File: src/rtl/mlaccel_pkg.sv
// mlaccel_pkg: shared opcodes, saturation constants and byte-lane helpers
// for the mlaccel accumulate/store back end.
// Optional build macro used by this block: MLACCEL_ACC_ROUND_EN (see lane).
package mlaccel_pkg;

  localparam logic [2:0] OP_ADD        = 3'd0;
  localparam logic [2:0] OP_ADDZ       = 3'd1;
  localparam logic [2:0] OP_MAX        = 3'd2;
  localparam logic [2:0] OP_MAXZ       = 3'd3;
  localparam logic [2:0] OP_STORE      = 3'd4;
  localparam logic [2:0] OP_STORE_RELU = 3'd5;
  localparam logic [2:0] OP_SET_SBP    = 3'd6;
  localparam logic [2:0] OP_ADD_SBP    = 3'd7;

  localparam logic [7:0] SAT_MAX = 8'h7F;
  localparam logic [7:0] SAT_MIN = 8'h80;

  // Byte position of channel c inside its word, given the word offset.
  function automatic int byte_lane(input int off, input int c, input int nbytes);
    return (off + c) % nbytes;
  endfunction

  // Channel c lands in the following word when it runs past the last byte.
  function automatic logic is_spill(input int off, input int c, input int nbytes);
    return (off + c) >= nbytes;
  endfunction

endpackage

File: src/rtl/mlaccel_accum_store_if.sv
// mlaccel_accum_store_if: command and memory-write bundle.
//   in_*   : command channel (valid/ready), products, store controls
//   mem_*  : word write channel (valid/ready), byte enables, word address, data
//   busy   : write stage occupied
// Modports: master = command source / memory sink, slave = the back end.
interface mlaccel_accum_store_if #(
  parameter int NCH       = 2,
  parameter int SZ        = 8,
  parameter int PW        = 16,
  parameter int MEM_BYTES = 8,
  parameter int ADDR_W    = 17
);
  localparam int WA = ADDR_W - $clog2(MEM_BYTES);

  logic                   in_valid;
  logic                   in_ready;
  logic [2:0]             in_op;
  logic [4:0]             in_shift;
  logic [NCH-1:0]         in_chmask;
  logic [ADDR_W-1:0]      in_addr;
  logic [NCH*SZ*PW-1:0]   in_prod;
  logic                   mem_valid;
  logic                   mem_ready;
  logic [MEM_BYTES-1:0]   mem_wen;
  logic [WA-1:0]          mem_addr;
  logic [8*MEM_BYTES-1:0] mem_wdata;
  logic                   busy;

  modport master (
    output in_valid, in_op, in_shift, in_chmask, in_addr, in_prod, mem_ready,
    input  in_ready, mem_valid, mem_wen, mem_addr, mem_wdata, busy
  );
  modport slave (
    input  in_valid, in_op, in_shift, in_chmask, in_addr, in_prod, mem_ready,
    output in_ready, mem_valid, mem_wen, mem_addr, mem_wdata, busy
  );
endinterface

File: src/rtl/mlaccel_accum_lane.sv
// mlaccel_accum_lane: one channel's accumulator.
//   upd/op : update acc with add/addz/max/maxz reduction of SZ products
//   prod   : SZ signed PW-bit products, lane i at [i*PW +: PW]
//   shift/relu -> q : acc shifted, saturated to int8, optional ReLU
// MLACCEL_ACC_ROUND_EN: round-half-up before the shift instead of truncating.
module mlaccel_accum_lane
  import mlaccel_pkg::*;
#(
  parameter int SZ = 8,
  parameter int PW = 16,
  parameter int AW = 32
) (
  input  logic             clock,
  input  logic             resetn,
  input  logic             upd,
  input  logic [1:0]       op,
  input  logic [SZ*PW-1:0] prod,
  input  logic [4:0]       shift,
  input  logic             relu,
  output logic [7:0]       q
);
  localparam logic signed [AW-1:0] ACC_MIN = {1'b1, {(AW-1){1'b0}}};
  localparam logic signed [AW:0]   HI      = (AW+1)'(127);
  localparam logic signed [AW:0]   LO      = -HI - 1;

  logic signed [AW-1:0] acc, sum, pmax, base, acc_nxt, p;
  logic signed [AW:0]   ext, shv;

  // op[1] selects max vs add, op[0] selects the Z (fresh start) variant.
  always_comb begin
    sum  = '0;
    pmax = ACC_MIN;
    p    = '0;
    for (int i = 0; i < SZ; i++) begin
      p    = {{(AW-PW){prod[i*PW+PW-1]}}, prod[i*PW +: PW]};
      sum  = sum + p;
      if (p > pmax) pmax = p;
    end
    if (op[1]) begin
      base    = op[0] ? ACC_MIN : acc;
      acc_nxt = (pmax > base) ? pmax : base;
    end else begin
      base    = op[0] ? '0 : acc;
      acc_nxt = base + sum;
    end
  end

  always_ff @(posedge clock or negedge resetn) begin
    if (!resetn)  acc <= '0;
    else if (upd) acc <= acc_nxt;
  end

  // One extra bit keeps the rounding add from overflowing.
  always_comb begin
    ext = {acc[AW-1], acc};
`ifdef MLACCEL_ACC_ROUND_EN
    if (shift != 5'd0) ext = ext + ((AW+1)'(1) << (shift - 5'd1));
`endif
    shv = ext >>> shift;
    if (relu && shv[AW]) q = 8'h00;
    else if (shv > HI)   q = SAT_MAX;
    else if (shv < LO)   q = SAT_MIN;
    else                 q = shv[7:0];
  end

endmodule

File: src/rtl/mlaccel_accum_store.sv
// mlaccel_accum_store: accumulate / post-process / store back end.
//   clock, resetn : clock, async active-low reset
//   io (slave)    : command channel in, memory write channel out, busy
// NCH accumulators updated by ADD/ADDZ/MAX/MAXZ; STORE/STORE_RELU write one
// int8 per channel at SBP+in_addr, splitting into a second beat when the
// bytes run past the end of the memory word.
// Optional build macro: MLACCEL_ACC_ROUND_EN (rounded stores, in the lane).
module mlaccel_accum_store
  import mlaccel_pkg::*;
#(
  parameter int NCH       = 2,
  parameter int SZ        = 8,
  parameter int PW        = 16,
  parameter int AW        = 32,
  parameter int MEM_BYTES = 8,
  parameter int ADDR_W    = 17
) (
  input logic                  clock,
  input logic                  resetn,
  mlaccel_accum_store_if.slave io
);
  localparam int OB = $clog2(MEM_BYTES);
  localparam int WA = ADDR_W - OB;

  logic [NCH-1:0][7:0] lane_q;
  logic                accept, retire, occ, acc_upd, is_store, relu;
  logic [ADDR_W-1:0]   sbp, ea;
  logic [OB-1:0]       off, ln;
  logic [WA-1:0]       wa0;

  logic [MEM_BYTES-1:0]      w1_wen, w2_wen;
  logic [MEM_BYTES-1:0][7:0] w1_data, w2_data;

  // Write stage: m_* is the beat on the bus, p_* the pending spill beat.
  logic                      mv, pv;
  logic [MEM_BYTES-1:0]      m_wen, p_wen;
  logic [WA-1:0]             m_addr, p_addr;
  logic [MEM_BYTES-1:0][7:0] m_data, p_data;

  assign retire   = mv && io.mem_ready;
  assign occ      = mv || pv;
  assign io.in_ready = !occ || (retire && !pv);
  assign accept   = io.in_valid && io.in_ready;
  assign acc_upd  = accept && (io.in_op == OP_ADD || io.in_op == OP_ADDZ ||
                               io.in_op == OP_MAX || io.in_op == OP_MAXZ);
  assign is_store = io.in_op == OP_STORE || io.in_op == OP_STORE_RELU;
  assign relu     = io.in_op == OP_STORE_RELU;

  for (genvar c = 0; c < NCH; c++) begin : g_lane
    mlaccel_accum_lane #(.SZ(SZ), .PW(PW), .AW(AW)) u_lane (
      .clock  (clock),
      .resetn (resetn),
      .upd    (acc_upd),
      .op     (io.in_op[1:0]),
      .prod   (io.in_prod[c*SZ*PW +: SZ*PW]),
      .shift  (io.in_shift),
      .relu   (relu),
      .q      (lane_q[c])
    );
  end

  assign ea  = io.in_addr + sbp;
  assign off = ea[OB-1:0];
  assign wa0 = ea[ADDR_W-1:OB];

  always_comb begin
    w1_wen  = '0;
    w2_wen  = '0;
    w1_data = '0;
    w2_data = '0;
    ln      = '0;
    for (int c = 0; c < NCH; c++) begin
      ln = OB'(byte_lane(int'(off), c, MEM_BYTES));
      if (is_spill(int'(off), c, MEM_BYTES)) begin
        w2_wen[ln]  = io.in_chmask[c];
        w2_data[ln] = io.in_chmask[c] ? lane_q[c] : 8'h00;
      end else begin
        w1_wen[ln]  = io.in_chmask[c];
        w1_data[ln] = io.in_chmask[c] ? lane_q[c] : 8'h00;
      end
    end
  end

  always_ff @(posedge clock or negedge resetn) begin
    if (!resetn) begin
      sbp    <= '0;
      mv     <= 1'b0;
      pv     <= 1'b0;
      m_wen  <= '0;
      m_addr <= '0;
      m_data <= '0;
      p_wen  <= '0;
      p_addr <= '0;
      p_data <= '0;
    end else begin
      if (accept && io.in_op == OP_SET_SBP)      sbp <= io.in_addr;
      else if (accept && io.in_op == OP_ADD_SBP) sbp <= sbp + io.in_addr;

      if (accept && is_store) begin
        // A store is only accepted when nothing is left queued behind it.
        if (|w1_wen) begin
          mv     <= 1'b1;
          m_wen  <= w1_wen;
          m_addr <= wa0;
          m_data <= w1_data;
          pv     <= |w2_wen;
          p_wen  <= w2_wen;
          p_addr <= wa0 + WA'(1);
          p_data <= w2_data;
        end else if (|w2_wen) begin
          mv     <= 1'b1;
          m_wen  <= w2_wen;
          m_addr <= wa0 + WA'(1);
          m_data <= w2_data;
          pv     <= 1'b0;
        end else begin
          mv     <= 1'b0;
          m_wen  <= '0;
          pv     <= 1'b0;
        end
      end else if (retire) begin
        if (pv) begin
          m_wen  <= p_wen;
          m_addr <= p_addr;
          m_data <= p_data;
          pv     <= 1'b0;
        end else begin
          mv     <= 1'b0;
          m_wen  <= '0;
        end
      end
    end
  end

  assign io.mem_valid = mv;
  assign io.mem_wen   = m_wen;
  assign io.mem_addr  = m_addr;
  assign io.mem_wdata = m_data;
  assign io.busy      = occ;

endmodule
File: src/flat_wrapper.sv
// flat-port wrapper written by rule: the top's interface ports become plain ports
module mlaccel_accum_store_flat import mlaccel_pkg::*;
#(
  parameter int NCH       = 2,
  parameter int SZ        = 8,
  parameter int PW        = 16,
  parameter int AW        = 32,
  parameter int MEM_BYTES = 8,
  parameter int ADDR_W    = 17
)
  (clock, resetn, io_in_valid, io_in_op, io_in_shift, io_in_chmask, io_in_addr, io_in_prod, io_mem_ready, io_in_ready, io_mem_valid, io_mem_wen, io_mem_addr, io_mem_wdata, io_busy);
  mlaccel_accum_store_if #(.NCH(NCH), .SZ(SZ), .PW(PW), .MEM_BYTES(MEM_BYTES), .ADDR_W(ADDR_W)) io_i ();
  input logic clock;
  input logic resetn;
  input wire logic [$bits(io_i.in_valid)-1:0] io_in_valid;
  input wire logic [$bits(io_i.in_op)-1:0] io_in_op;
  input wire logic [$bits(io_i.in_shift)-1:0] io_in_shift;
  input wire logic [$bits(io_i.in_chmask)-1:0] io_in_chmask;
  input wire logic [$bits(io_i.in_addr)-1:0] io_in_addr;
  input wire logic [$bits(io_i.in_prod)-1:0] io_in_prod;
  input wire logic [$bits(io_i.mem_ready)-1:0] io_mem_ready;
  output wire logic [$bits(io_i.in_ready)-1:0] io_in_ready;
  output wire logic [$bits(io_i.mem_valid)-1:0] io_mem_valid;
  output wire logic [$bits(io_i.mem_wen)-1:0] io_mem_wen;
  output wire logic [$bits(io_i.mem_addr)-1:0] io_mem_addr;
  output wire logic [$bits(io_i.mem_wdata)-1:0] io_mem_wdata;
  output wire logic [$bits(io_i.busy)-1:0] io_busy;
  assign io_i.in_valid = io_in_valid;
  assign io_i.in_op = io_in_op;
  assign io_i.in_shift = io_in_shift;
  assign io_i.in_chmask = io_in_chmask;
  assign io_i.in_addr = io_in_addr;
  assign io_i.in_prod = io_in_prod;
  assign io_i.mem_ready = io_mem_ready;
  assign io_in_ready = io_i.in_ready;
  assign io_mem_valid = io_i.mem_valid;
  assign io_mem_wen = io_i.mem_wen;
  assign io_mem_addr = io_i.mem_addr;
  assign io_mem_wdata = io_i.mem_wdata;
  assign io_busy = io_i.busy;
  mlaccel_accum_store #(.NCH(NCH), .SZ(SZ), .PW(PW), .AW(AW), .MEM_BYTES(MEM_BYTES), .ADDR_W(ADDR_W)) u_core (.clock(clock), .resetn(resetn), .io(io_i));
endmodule
File: config.mk
export PLATFORM = sky130hd
export DESIGN_NAME = mlaccel_accum_store_flat
export DESIGN_NICKNAME = d
export VERILOG_FILES = /design/src/rtl/mlaccel_pkg.sv /design/src/rtl/mlaccel_accum_store_if.sv /design/src/rtl/mlaccel_accum_lane.sv /design/src/rtl/mlaccel_accum_store.sv /design/src/flat_wrapper.sv
export SDC_FILE = /design/constraint.sdc
export NUM_CORES = 2
export LEC_CHECK = 0
export CORE_ASPECT_RATIO = 1.25
export CORE_MARGIN = 4
export CORE_UTILIZATION = 50
export CTS_CLUSTER_DIAMETER = 50
export DETAILED_ROUTE_END_ITERATION = 12
export GPL_ROUTABILITY_DRIVEN = 0
export MAX_ROUTING_LAYER = met4
export PLACE_DENSITY = 0.72
export SLEW_MARGIN = 20
export SYNTH_ARGS = -nofsm -noshare
export SYNTH_HDL_FRONTEND = slang
export SYNTH_SLANG_ARGS = --single-unit
File: constraint.sdc
create_clock -name clock -period 9 [get_ports clock]
set_input_delay 1.8 -clock clock [delete_from_list [all_inputs] [get_ports clock]]
set_output_delay 1.8 -clock clock [all_outputs]
set_load 0.005 [all_outputs]
==> summary.json <==
{
  "synth_edf_count": 0,
  "drt_iter0_drc": 3330,
  "syn_to_final_growth_pct": 42.7,
  "total_core_area_mm2": 0.0725,
  "tritoncts_clock_tree": "yes",
  "postSynthCellCount": 4273,
  "finalWirelength_um": 143000,
  "hp-start": "u_core.p_data[4]",
  "drv_cap": 0,
  "grt.met2_usage_pct": 59.5,
  "syn-num-nets": 5271,
  "worst-path-max-fanout": 7,
  "globalRouteMet3Util_pct": 4.75,
  "cts_buffers": 28,
  "max-slew-margin-rel_pct": 11.7,
  "die_area_mm2": 0.0780,
  "synth_compound_area_share_pct": 19.6,
  "cts.clk_slew.worst_paths_ns": 0.06,
  "timing_worst_setup_path_type": "input pin to flip-flop",
  "initial_core_utilization_pct": 50.7,
  "port_buffers": 375,
  "clock_insertion_delay_worst_skew_ns": 0.60,
  "rsz0062_at_grt": "yes",
  "worst_path_largest_cell_delay_ns": 0.43,
  "clock_tree.root_cell": "clkbuf_16",
  "first_global_vias": 39791,
  "grt_util_all_layers_pct": 34.4,
  "cts.path.max_buffers": 3,
  "min_period_ns": 19.44,
  "worstSetupStartpointType": "input pin",
  "vias": 39153,
  "routedWlPerCell_um": 22.1,
  "timing.critical_path.required_ns": 9.41,
  "num_io_pins": 376,
  "met1_usage_pct": 37.7,
  "portion_of_the_clock_cycle_consumed_by_the_worst_path_in_the_final_layout_pct": 216,
  "grt_max_degree": 139,
  "synth_area_in_simple_gates_pct": 15.7,
  "ctsHoldBuffers": 0,
  "synth-main-ff-cell": "dfrtp_1",
  "number_of_hold_slack_violations_in_the_final_timing_report": 0,
  "end_kind": "flip-flop",
  "globalRoute.totalOverflow": 0,
  "largest_family_of_logic_cells_by_synthesized_area": "adder cells",
  "synth_async_sr_flop_share_pct": 100,
  "netlist_area_mm2": 0.0368,
  "final_net_count": 6461,
  "path_delay_family": "compound AO/OA/AOI/OAI gates",
  "cp_slowest_cell": "a2111oi_4",
  "standard_cell_rows": 110,
  "dp_worst_setup_slack_ns": -11.34,
  "synth_seq_area_share_pct": 17.3,
  "yosys.cell_types.count": 99,
  "critPathArrivalTime_ns": 19.86,
  "worst_slack_ns": -10.44,
  "final_cells": 6451,
  "drv_slew": 0,
  "die_h_um": 311,
  "worst_setup_path_startpoint": "io_in_prod[5]",
  "drive_above_1_share_pct": 29.6,
  "route.antenna.remaining_nets": 0,
  "post-place-cells": 6215,
  "cp.buffers_inverters": 17,
  "synthAdderAreaFrac_pct": 31.1,
  "worstHoldPathType": "flip-flop to flip-flop",
  "busiest_layer": "met2",
  "ctsHtreeMaxLevel": 1,
  "timing.setup.tns_ns": -651.70,
  "via_per_inst": 6.07,
  "wire_length_of_the_first_global_routing_pass_um": 211000,
  "antenna_found_initial": 14,
  "run_status": "finished with violations",
  "drtPass1Iterations": 10,
  "synth-xor-area-share_pct": 2.43,
  "pin_slew_with_the_least_headroom_to_its_limit_ns": 1.32,
  "synthMuxAreaShare_pct": 7.61,
  "hpwl_detailed_um": 107000,
  "rr_startpoint": "u_core.g_lane[0].u_lane.acc[4]",
  "syn-mean-instance-area_um2": 8.61,
  "clock-sinks": 255,
  "fmaxAchievable_mhz": 51.4,
  "clock-skew-final_ns": 0.0318,
  "crit_path_frequent_cell": "a21oi_2",
  "die_w_um": 251,
  "violations": "design-rule violations, negative setup slack",
  "ys_warn_count": 0,
  "detail_route.drc_violations": 2,
  "setup-violations-final": 64,
  "synth_seq_cells": 255
}
-- final cells by class --
cell class,instances,area (um^2)
antenna,17,42.5
inverter,412,1600
fill,5075,20000
clock inverter,15,278
tap,952,1190
sequential,255,6380
timing repair buffer,1344,11400
multi-input combinational,3422,30800
clock buffer,34,763
-- final timing paths --
| kind | endpoint | slack [ns] | depth (start not counted) |
|---|---|---|---|
| hold reg to reg | u_core.p_data[4] | 0.48 | 2 |
| setup / recovery | u_core.g_lane[0].u_lane.acc[3] | -10.44 | 110 |
| hold / removal | u_core.p_data[4] | 0.48 | 2 |
| min in group asynchronous | u_core.p_data[43] | 1.09 | 1 |
| max in group asynchronous | u_core.g_lane[0].u_lane.acc[8] | 6.86 | 2 |
| setup reg to reg | u_core.g_lane[0].u_lane.acc[30] | 1.00 | 29 |
-- synthesized netlist by cell type (all sizes together) (67+ instances only) --
| cell | instances | share of area (%) |
|---|---|---|
| ha | 372 | 13 |
| mux2 | 67 | 2.1 |
| nor2 | 307 | 3.1 |
| a21oi | 304 | 4.1 |
| clkbuf | 150 | 1.5 |
| nand2 | 505 | 5.2 |
| nor2b | 97 | 1.6 |
| o21ai | 356 | 4.8 |
| xnor2 | 76 | 1.8 |
| inv | 409 | 4.2 |
| mux2i | 95 | 2.6 |
| fa | 339 | 18 |
| dfrtp | 255 | 17 |
-- flip-flops by register name, summed over array words and instances (netlist names) --
name	cells
u_core.sbp	17
u_core.p_wen	8
u_core.pv	1
u_core.io.mem_wdata	64
u_core.io.mem_wen	8
u_core.io.mem_addr	14
u_core.io.mem_valid	1
u_core.g_lane.u_lane.acc	64
u_core.p_addr	14
u_core.p_data	64
-- layer usage --
metal	share of wire, %	wire, um
met3	7.3	10400
met4	8.5	12100
met5	0	0
met1	35	50200
met2	49	70100
-- worst register-to-register path, delay by kind of cell (launching register included) --
family,cells,cell delay [ns]
and+or+nand+nor,3,0.53
adders and majority gates,5,2.31
DFF,1,0.42
xor gates and xnor gates,1,0.10
AOI/OAI and AO/OA,18,4.24
buffers and inverters,2,0.28
-- logic make-up (layout without fill, tap and decap cells) --
kind of cell	Yosys count	count (layout)
buf+inv	603	1805
fa+ha+maj	711	711
xor+xnor	102	102
flops	255	255
mux	210	210
compound gates	1139	1140
simple gates	1253	1259
other cells	0	17
-- metrics by stage --
step	area, um^2	util [%]	hold slack [ns]
6_report	52500	72.4	0.480
5_1_grt	52500	72.4	0.492
4_1_cts	50900	70.2	0.480
3_5_place_dp	47900	66.1	0.466
3_3_place_gp	47900	66.1	0.459
2_1_floorplan	37900	-	0.445
-- cells in the final DEF, fill, tap and decap left out, types with 30 or more instances in the layout --
master	count
o22ai_1	30
nor2b_1	89
clkdlybuf4s50_1	304
nor2_1	257
fa_1	339
nand3_1	50
nand4_1	63
a21o_1	48
o21ai_1	60
inv_2	38
mux2_2	54
mux4_2	48
mux2i_1	87
nand2_1	474
ha_1	307
ha_4	60
buf_6	55
nor2_4	30
xnor2_1	75
buf_4	903
a22oi_1	49
o21ai_0	271
inv_1	361
nor3_1	40
nand2b_1	44
a21oi_2	83
dlymetal6s2s_1	32
a21oi_1	209
dfrtp_1	255
-- what timing repair did --
| action | in CTS | in global routing |
|---|---|---|
| pin swaps | 135 | 219 |
| setup endpoints to repair | 64 | 64 |
| buffers inserted | 108 | 59 |
| gates cloned | 15 | 0 |
| resized for setup | 305 | 314 |
Power is not shown: default switching activity piles up to over one toggle a cycle in this logic, so the estimate is an artifact.
